--- src/rtl/core_pkg.sv ---
// Core-wide datapath widths shared by every pipeline stage.
package core_pkg;
  localparam int DATA_WIDTH = 32;
  localparam int ADDR_WIDTH = 32;
endpackage

--- src/rtl/wb_pkg.sv ---
// Writeback-stage control types and the MEM->WB payload layout.
package wb_pkg;
  import core_pkg::*;

  localparam int OFF_W = $clog2(DATA_WIDTH / 8);

  typedef enum logic [1:0] {
    GPR_IDLE = 2'd0,
    GPR_EXE,
    GPR_OP3,
    GPR_MEM
  } gpr_ctrl_t;

  typedef struct packed {
    logic        wr;
    logic [11:0] addr;
  } csr_ctrl_t;

  typedef enum logic [3:0] {
    MEM_IDLE = 4'd0,
    LB, LBU, LH, LHU, LW, LWU, LD,
    SB, SH, SW, SD
  } mem_ctrl_t;

  typedef struct packed {
    logic [DATA_WIDTH-1:0] exe_out;
    logic [DATA_WIDTH-1:0] op3;
    logic [4:0]            rd;
    gpr_ctrl_t             gpr_ctrl;
    csr_ctrl_t             csr_ctrl;
    mem_ctrl_t             mem_ctrl;
  } mem2wb_t;

  typedef enum logic [0:0] {
    WB_RUN  = 1'b0,
    WB_HOLD = 1'b1
  } wb_state_t;
endpackage

--- src/rtl/writeback_load_ext.sv ---
// Load data alignment and sign/zero extension; purely combinational.
module load_ext
  import core_pkg::*;
  import wb_pkg::*;
(
  input  logic [DATA_WIDTH-1:0] rdata_i,
  input  logic [OFF_W-1:0]      offset_i,
  input  logic [3:0]            mem_ctrl_i,
  output logic [DATA_WIDTH-1:0] wdata_o
);

  logic [DATA_WIDTH-1:0] shifted;
  mem_ctrl_t             op;

  // Keep the low 'bits' bits, fill the rest with the top kept bit or zeros.
  function automatic logic [DATA_WIDTH-1:0] ext(input logic [DATA_WIDTH-1:0] v,
                                                input int bits, input logic sgn);
    logic [DATA_WIDTH-1:0] mask;
    logic [DATA_WIDTH-1:0] top;
    logic                  fill;
    mask = ~({DATA_WIDTH{1'b1}} << bits);
    top  = v >> (bits - 1);
    fill = sgn & top[0];
    return (v & mask) | ({DATA_WIDTH{fill}} & ~mask);
  endfunction

  always_comb begin
    op      = mem_ctrl_t'(mem_ctrl_i);
    shifted = rdata_i >> {offset_i, 3'b000};
    wdata_o = '0;
    case (op)
      LB:      wdata_o = ext(shifted, 8, 1'b1);
      LBU:     wdata_o = ext(shifted, 8, 1'b0);
      LH:      wdata_o = ext(shifted, 16, 1'b1);
      LHU:     wdata_o = ext(shifted, 16, 1'b0);
      LW:      wdata_o = ext(shifted, 32, 1'b1);
      LWU:     wdata_o = (DATA_WIDTH == 64) ? ext(shifted, 32, 1'b0) : '0;
      LD:      wdata_o = (DATA_WIDTH == 64) ? shifted : '0;
      default: wdata_o = '0;
    endcase
  end

endmodule

--- src/rtl/writeback.sv ---
// Final pipeline stage: commits GPR/CSR writes atomically, stalls on CSR backpressure,
// and counts retired instructions.
module writeback
  import core_pkg::*;
  import wb_pkg::*;
#(
  parameter int INSTRET_WIDTH = 64
) (
  input  logic                     clk_i,
  input  logic                     rstn_i,
  input  logic                     mem_valid_i,
  output logic                     ready_o,
  input  mem2wb_t                  mem2wb_i,
  input  logic [DATA_WIDTH-1:0]    d_m_rdata_i,
  input  logic                     csr_ready_i,
  output logic                     gpr_wren_o,
  output logic [4:0]               gpr_waddr_o,
  output logic [DATA_WIDTH-1:0]    gpr_wdata_o,
  output logic                     csr_wren_o,
  output logic [11:0]              csr_waddr_o,
  output logic [DATA_WIDTH-1:0]    csr_wdata_o,
  output logic                     retire_o,
  output logic [INSTRET_WIDTH-1:0] instret_o
);

  logic                     valid_q;
  mem2wb_t                  payload_q;
  wb_state_t                state_q, state_d;
  logic [DATA_WIDTH-1:0]    hold_q, hold_d;
  logic [INSTRET_WIDTH-1:0] instret_q;
  logic                     commit;
  logic [DATA_WIDTH-1:0]    load_src;
  logic [DATA_WIDTH-1:0]    load_data;

  assign commit  = valid_q && (!payload_q.csr_ctrl.wr || csr_ready_i);
  assign ready_o = !valid_q || commit;

  always_ff @(posedge clk_i or negedge rstn_i) begin
    if (!rstn_i) begin
      valid_q   <= 1'b0;
      payload_q <= '0;
    end else if (ready_o) begin
      valid_q <= mem_valid_i;
      if (mem_valid_i) payload_q <= mem2wb_i;
    end
  end

  always_ff @(posedge clk_i or negedge rstn_i) begin
    if (!rstn_i) begin
      state_q <= WB_RUN;
      hold_q  <= '0;
    end else begin
      state_q <= state_d;
      hold_q  <= hold_d;
    end
  end

  // Read data is only present for one cycle, so it is parked while the CSR file stalls.
  always_comb begin
    state_d = state_q;
    hold_d  = hold_q;
    case (state_q)
      WB_RUN: begin
        if (valid_q && payload_q.csr_ctrl.wr && !csr_ready_i) begin
          state_d = WB_HOLD;
          hold_d  = d_m_rdata_i;
        end
      end
      WB_HOLD: begin
        if (csr_ready_i) state_d = WB_RUN;
      end
      default: state_d = WB_RUN;
    endcase
  end

  assign load_src = (state_q == WB_HOLD) ? hold_q : d_m_rdata_i;

  load_ext u_load_ext (
    .rdata_i    (load_src),
    .offset_i   (payload_q.exe_out[OFF_W-1:0]),
    .mem_ctrl_i (payload_q.mem_ctrl),
    .wdata_o    (load_data)
  );

  always_comb begin
    gpr_wdata_o = '0;
    case (payload_q.gpr_ctrl)
      GPR_EXE: gpr_wdata_o = payload_q.exe_out;
      GPR_OP3: gpr_wdata_o = payload_q.op3;
      GPR_MEM: gpr_wdata_o = load_data;
      default: gpr_wdata_o = '0;
    endcase
  end

  assign gpr_wren_o  = commit && (payload_q.gpr_ctrl != GPR_IDLE) && (payload_q.rd != 5'd0);
  assign gpr_waddr_o = payload_q.rd;
  assign csr_wren_o  = commit && payload_q.csr_ctrl.wr;
  assign csr_waddr_o = payload_q.csr_ctrl.addr;
  assign csr_wdata_o = payload_q.exe_out;
  assign retire_o    = commit;

  always_ff @(posedge clk_i or negedge rstn_i) begin
    if (!rstn_i) instret_q <= '0;
    else if (commit) instret_q <= instret_q + INSTRET_WIDTH'(1);
  end

  assign instret_o = instret_q;

endmodule

--- config.mk ---
export PLATFORM = sky130hd
export DESIGN_NAME = writeback
export DESIGN_NICKNAME = d
export VERILOG_FILES = /design/src/rtl/core_pkg.sv /design/src/rtl/wb_pkg.sv /design/src/rtl/writeback_load_ext.sv /design/src/rtl/writeback.sv
export SDC_FILE = /design/constraint.sdc
export NUM_CORES = 1
export LEC_CHECK = 0
export BUFFER_PORTS_ARGS = -buffer_cell sky130_fd_sc_hd__buf_2
export CORE_UTILIZATION = 35
export CTS_CLUSTER_SIZE = 8
export DETAILED_ROUTE_END_ITERATION = 12
export HOLD_SLACK_MARGIN = 0.15
export PLACE_DENSITY = 0.57
export SYNTH_ARGS = -nofsm -noshare
export SYNTH_HDL_FRONTEND = slang
export SYNTH_SLANG_ARGS = --single-unit
--- constraint.sdc ---
create_clock -name clk_i -period 3.45 [get_ports clk_i]
set_input_delay 0.69 -clock clk_i [delete_from_list [all_inputs] [get_ports clk_i]]
set_output_delay 0.69 -clock clk_i [all_outputs]
set_load 0.05 [all_outputs]
==> impl_metrics.ini <==
[timing]
worst_slew_pin_slew_ns = 0.745
grt_setup_unrepaired = no
worst_slew_margin_relative_to_its_limit_pct = 50.3
achievable-frequency_mhz = 312
timing_hold_violations_final = 0
slew_viol_final = 0
min_period_over_period_pct = 92.8
clock-skew-final_ns = 0.0177
finalWorstPathRequiredPeriod_ns = 3.20
setup_violations = 0
total_negative_setup_slack_ns = 0
timing.hold.ws_ns = 0.261

[worst_setup_path]
ff2ff_setup_slack_ns = 1.17
arrival_time_of_data_at_the_critical_path_endpoint_ns = 2.51
crit_path_start_kind = flop
critical_path.max_fanout = 10
r2r_cells = 7
cp-end-kind = output port
launching_instance_or_port_of_the_critical_path = payload_q[1]
critical_setup_path_kind = reg2out
worst_r2r_startpoint = instret_o[0]
regToRegEndpoint = instret_o[50]
crit_required_ns = 2.76

[power_and_ir_drop]
total_leakage_power_uw = 0.00551
p_sw_uw = 2580
sw_frac_of_total_pct = 38.0
seqPwrFrac_pct = 40.6
vdd_ir_drop_max_mv = 0.369
cellPowerDensity_nw_per_um2 = 584
share_of_total_power_in_combinational_logic_pct = 30.5
share_clk_of_total_power_pct = 28.9
p_int_uw = 4210

[synthesis]
yosys.area.top_type_share_pct = 49.0
synth_edf_count = 0
mean_post_synth_cell_area_um2 = 12.6
dominantRegCellSynth = sky130_fd_sc_hd__dfrtp_1
synth_compound_gate_area_share_pct = 4.23
ys_async_sr_fraction_pct = 100
synth_top_family_by_area = multiplexers
synth-xor-area-share_pct = 5.81
yosys_warnings = 0
synth.lib_cells_used.distinct = 50
post_synth_and_or_nand_nor_area_fraction_pct = 12.1
synth.area.top_cells = sky130_fd_sc_hd__dfrtp_1, sky130_fd_sc_hd__mux2_2, sky130_fd_sc_hd__mux4_2
syn_nets = 877
muxShareOfSynthArea_pct = 22.5
adder_cell_share_of_the_synthesized_area_pct = 0.132
yosysTopAreaCell = sky130_fd_sc_hd__dfrtp_1
mappedNetlistArea_um2 = 9490
register_bit_count_reported_by_yosys = 186
synth-seq-area-share_pct = 49.0
synthesis.instances = 752

[global_routing]
antenna_found_initial = 7
first_pass_grt_wire_length_um = 41500
grt_max_degree = 66
overall_global_routing_resource_usage_pct = 19.6
global_route.overflow_total = 0
via_count_of_the_first_global_routing_pass = 6972

[routing]
detail_route.vias_per_cell = 5.10
wirelength_um = 26200
drtAntennaViolNets = 0
routed-via-count = 6816
route.detailed.wl_per_inst_um = 19.6
drtPass1Iterations = 6
drt_drc_violations_left = 0
detail_route.iter0.violations = 502

[cells_and_area]
area_delta_synth_final_pct = 22.6
final_core_density_pct = 44.1
mostFrequentLayoutCell = sky130_fd_sc_hd__buf_2
most-common-layout-cells = sky130_fd_sc_hd__buf_2, sky130_fd_sc_hd__dfrtp_1, sky130_fd_sc_hd__mux2_2
postLayoutCellArea_um2 = 11600
nFillCells = 2525
layout-drive-gt1-share_pct = 52.1
finalNetCount = 1110

[cts]
tritoncts = yes
cts_max_path_buffers = 2
clock-root-buffer = sky130_fd_sc_hd__clkbuf_16
tritoncts.num_buffers = 17
clkTransAtPathRegs_ns = 0.08
clock_tree.htree_level_count = 4
cts.sink_count = 186
clk_latency_ns = 0.43

[floorplan]
placeableCoreArea_um2 = 26400
initial_utilization_pct = 36.0
floorplan.die.width_um = 167
io-pin-count = 273
chipHeight_um = 167
die_area_um2 = 27800
row_count = 59

[placement]
io_buffer_count = 272
globalplace.congestion = 0.775
dp_hpwl_um = 19600
placed_area_um2 = 11000

[outcome]
status = complete, no violations

[hold_path]
min-delay-path-class = in2async

[flow_run]
total_of_max_cap_violations = 0
[per-stage QoR]
stage | std cells | power (uW) | setup WS, ns
after floorplan | 752 | 4330 | 0.351
after global placement | 1301 | 4870 | 0.282
after detailed placement | 1301 | 4900 | 0.187
after CTS | 1333 | 6900 | 0.124
after global routing | 1333 | 7140 | 0.0839
final | 1336 | 6790 | 0.248
[synthesized netlist by cell type (2+ instances only)]
library cell	number
sky130_fd_sc_hd__dfrtp_1	186
sky130_fd_sc_hd__mux2_2	121
sky130_fd_sc_hd__buf_4	51
sky130_fd_sc_hd__nand2_1	49
sky130_fd_sc_hd__xor2_1	38
sky130_fd_sc_hd__xnor2_1	25
sky130_fd_sc_hd__mux4_2	24
sky130_fd_sc_hd__mux2i_1	23
sky130_fd_sc_hd__nor2_1	22
sky130_fd_sc_hd__nand3_1	18
sky130_fd_sc_hd__o21ai_0	17
sky130_fd_sc_hd__a222oi_1	16
sky130_fd_sc_hd__clkbuf_1	15
sky130_fd_sc_hd__nor4_2	14
sky130_fd_sc_hd__nand4_1	12
sky130_fd_sc_hd__inv_1	11
sky130_fd_sc_hd__a22oi_1	9
sky130_fd_sc_hd__buf_2	9
sky130_fd_sc_hd__nor3_2	9
sky130_fd_sc_hd__nor4_1	9
sky130_fd_sc_hd__buf_1	8
sky130_fd_sc_hd__nor3_1	8
sky130_fd_sc_hd__a221oi_1	7
sky130_fd_sc_hd__and3_1	7
sky130_fd_sc_hd__nor2b_1	5
sky130_fd_sc_hd__nand2b_1	4
sky130_fd_sc_hd__and2_1	3
sky130_fd_sc_hd__buf_6	3
sky130_fd_sc_hd__or3_1	3
sky130_fd_sc_hd__and4_1	2
sky130_fd_sc_hd__and4_4	2
sky130_fd_sc_hd__nand3b_1	2
sky130_fd_sc_hd__or4_1	2
sky130_fd_sc_hd__or4_4	2
[power by group through the flow]
stage / registers [uW] / logic [uW] / clock network, uW
detailed placement: 2800 / 2100 / 0
finish: 2760 / 2070 / 1960
floorplan: 2840 / 1500 / 0
global placement: 2780 / 2080 / 0
global route: 2810 / 2210 / 2120
CTS: 2760 / 2100 / 2040
[critical path, cell delays in order (launching register included)]
cell and delay (ns):
sky130_fd_sc_hd__dfrtp_1 0.47, sky130_fd_sc_hd__or3_1 0.39, sky130_fd_sc_hd__nand3_1 0.15, sky130_fd_sc_hd__buf_4 0.21, sky130_fd_sc_hd__a21o_2 0.19, sky130_fd_sc_hd__o21ai_0 0.16, sky130_fd_sc_hd__or2_2 0.32, sky130_fd_sc_hd__buf_2 0.21
[metal layers]
metal  vias up  track usage (%)  part of all wire [%]
li1       3170                -                     -
met1      3381             24.8                    43
met2       237             32.8                    49
met3        22             5.49                   6.6
met4         6             5.11                   1.6
met5         -                0                  0.16
[sequential cells by signal, summed over array words and instances (netlist names)]
name         count
csr_waddr_o     12
csr_wdata_o     32
gpr_waddr_o      5
hold_q          32
instret_o       64
payload_q       39
state_q          1
valid_q          1
[logic make-up (layout without fill, tap and decap cells)]
kind of cell               count (synthesis)  count (layout)
muxes                                    168             168
adders and majority gates                  1               1
other                                      0               3
DFF                                      186             186
buffers and inverters                     97             343
xor gates and xnor gates                  63              63
and+or+nand+nor                          185             185
AOI/OAI and AO/OA                         52              52
[cell type report]
class	instances	area, um2	share of cell area, %
clock inverter	14	158	1.35
sequential	186	4660	40.0
tap	335	419	3.60
inverter	11	41.3	0.355
antenna	3	7.51	0.0645
clock buffer	18	429	3.69
multi-input combinational	469	4280	36.8
timing repair buffer	300	1640	14.1
[worst max path at each step]
stage | to | slack, ns
6_report | gpr_wdata_o[15] | 0.25
5_1_grt | gpr_wdata_o[31] | 0.08
4_1_cts | gpr_wdata_o[31] | 0.12
3_5_place_dp | gpr_wdata_o[11] | 0.19
3_3_place_gp | gpr_wdata_o[11] | 0.28
2_1_floorplan | gpr_wdata_o[0] | 0.35
[timing repair]
item / 4_1_cts / 5_1_grt
resized for setup: 1 / 2
gates cloned: 0 / 0
pin swaps: 0 / 0
hold buffers: 0 / 0
endpoints found under the hold margin: 0 / 0
endpoints found under the setup margin: 1 / 3
setup buffers: 0 / 0
(Power assumes the default switching activity.)
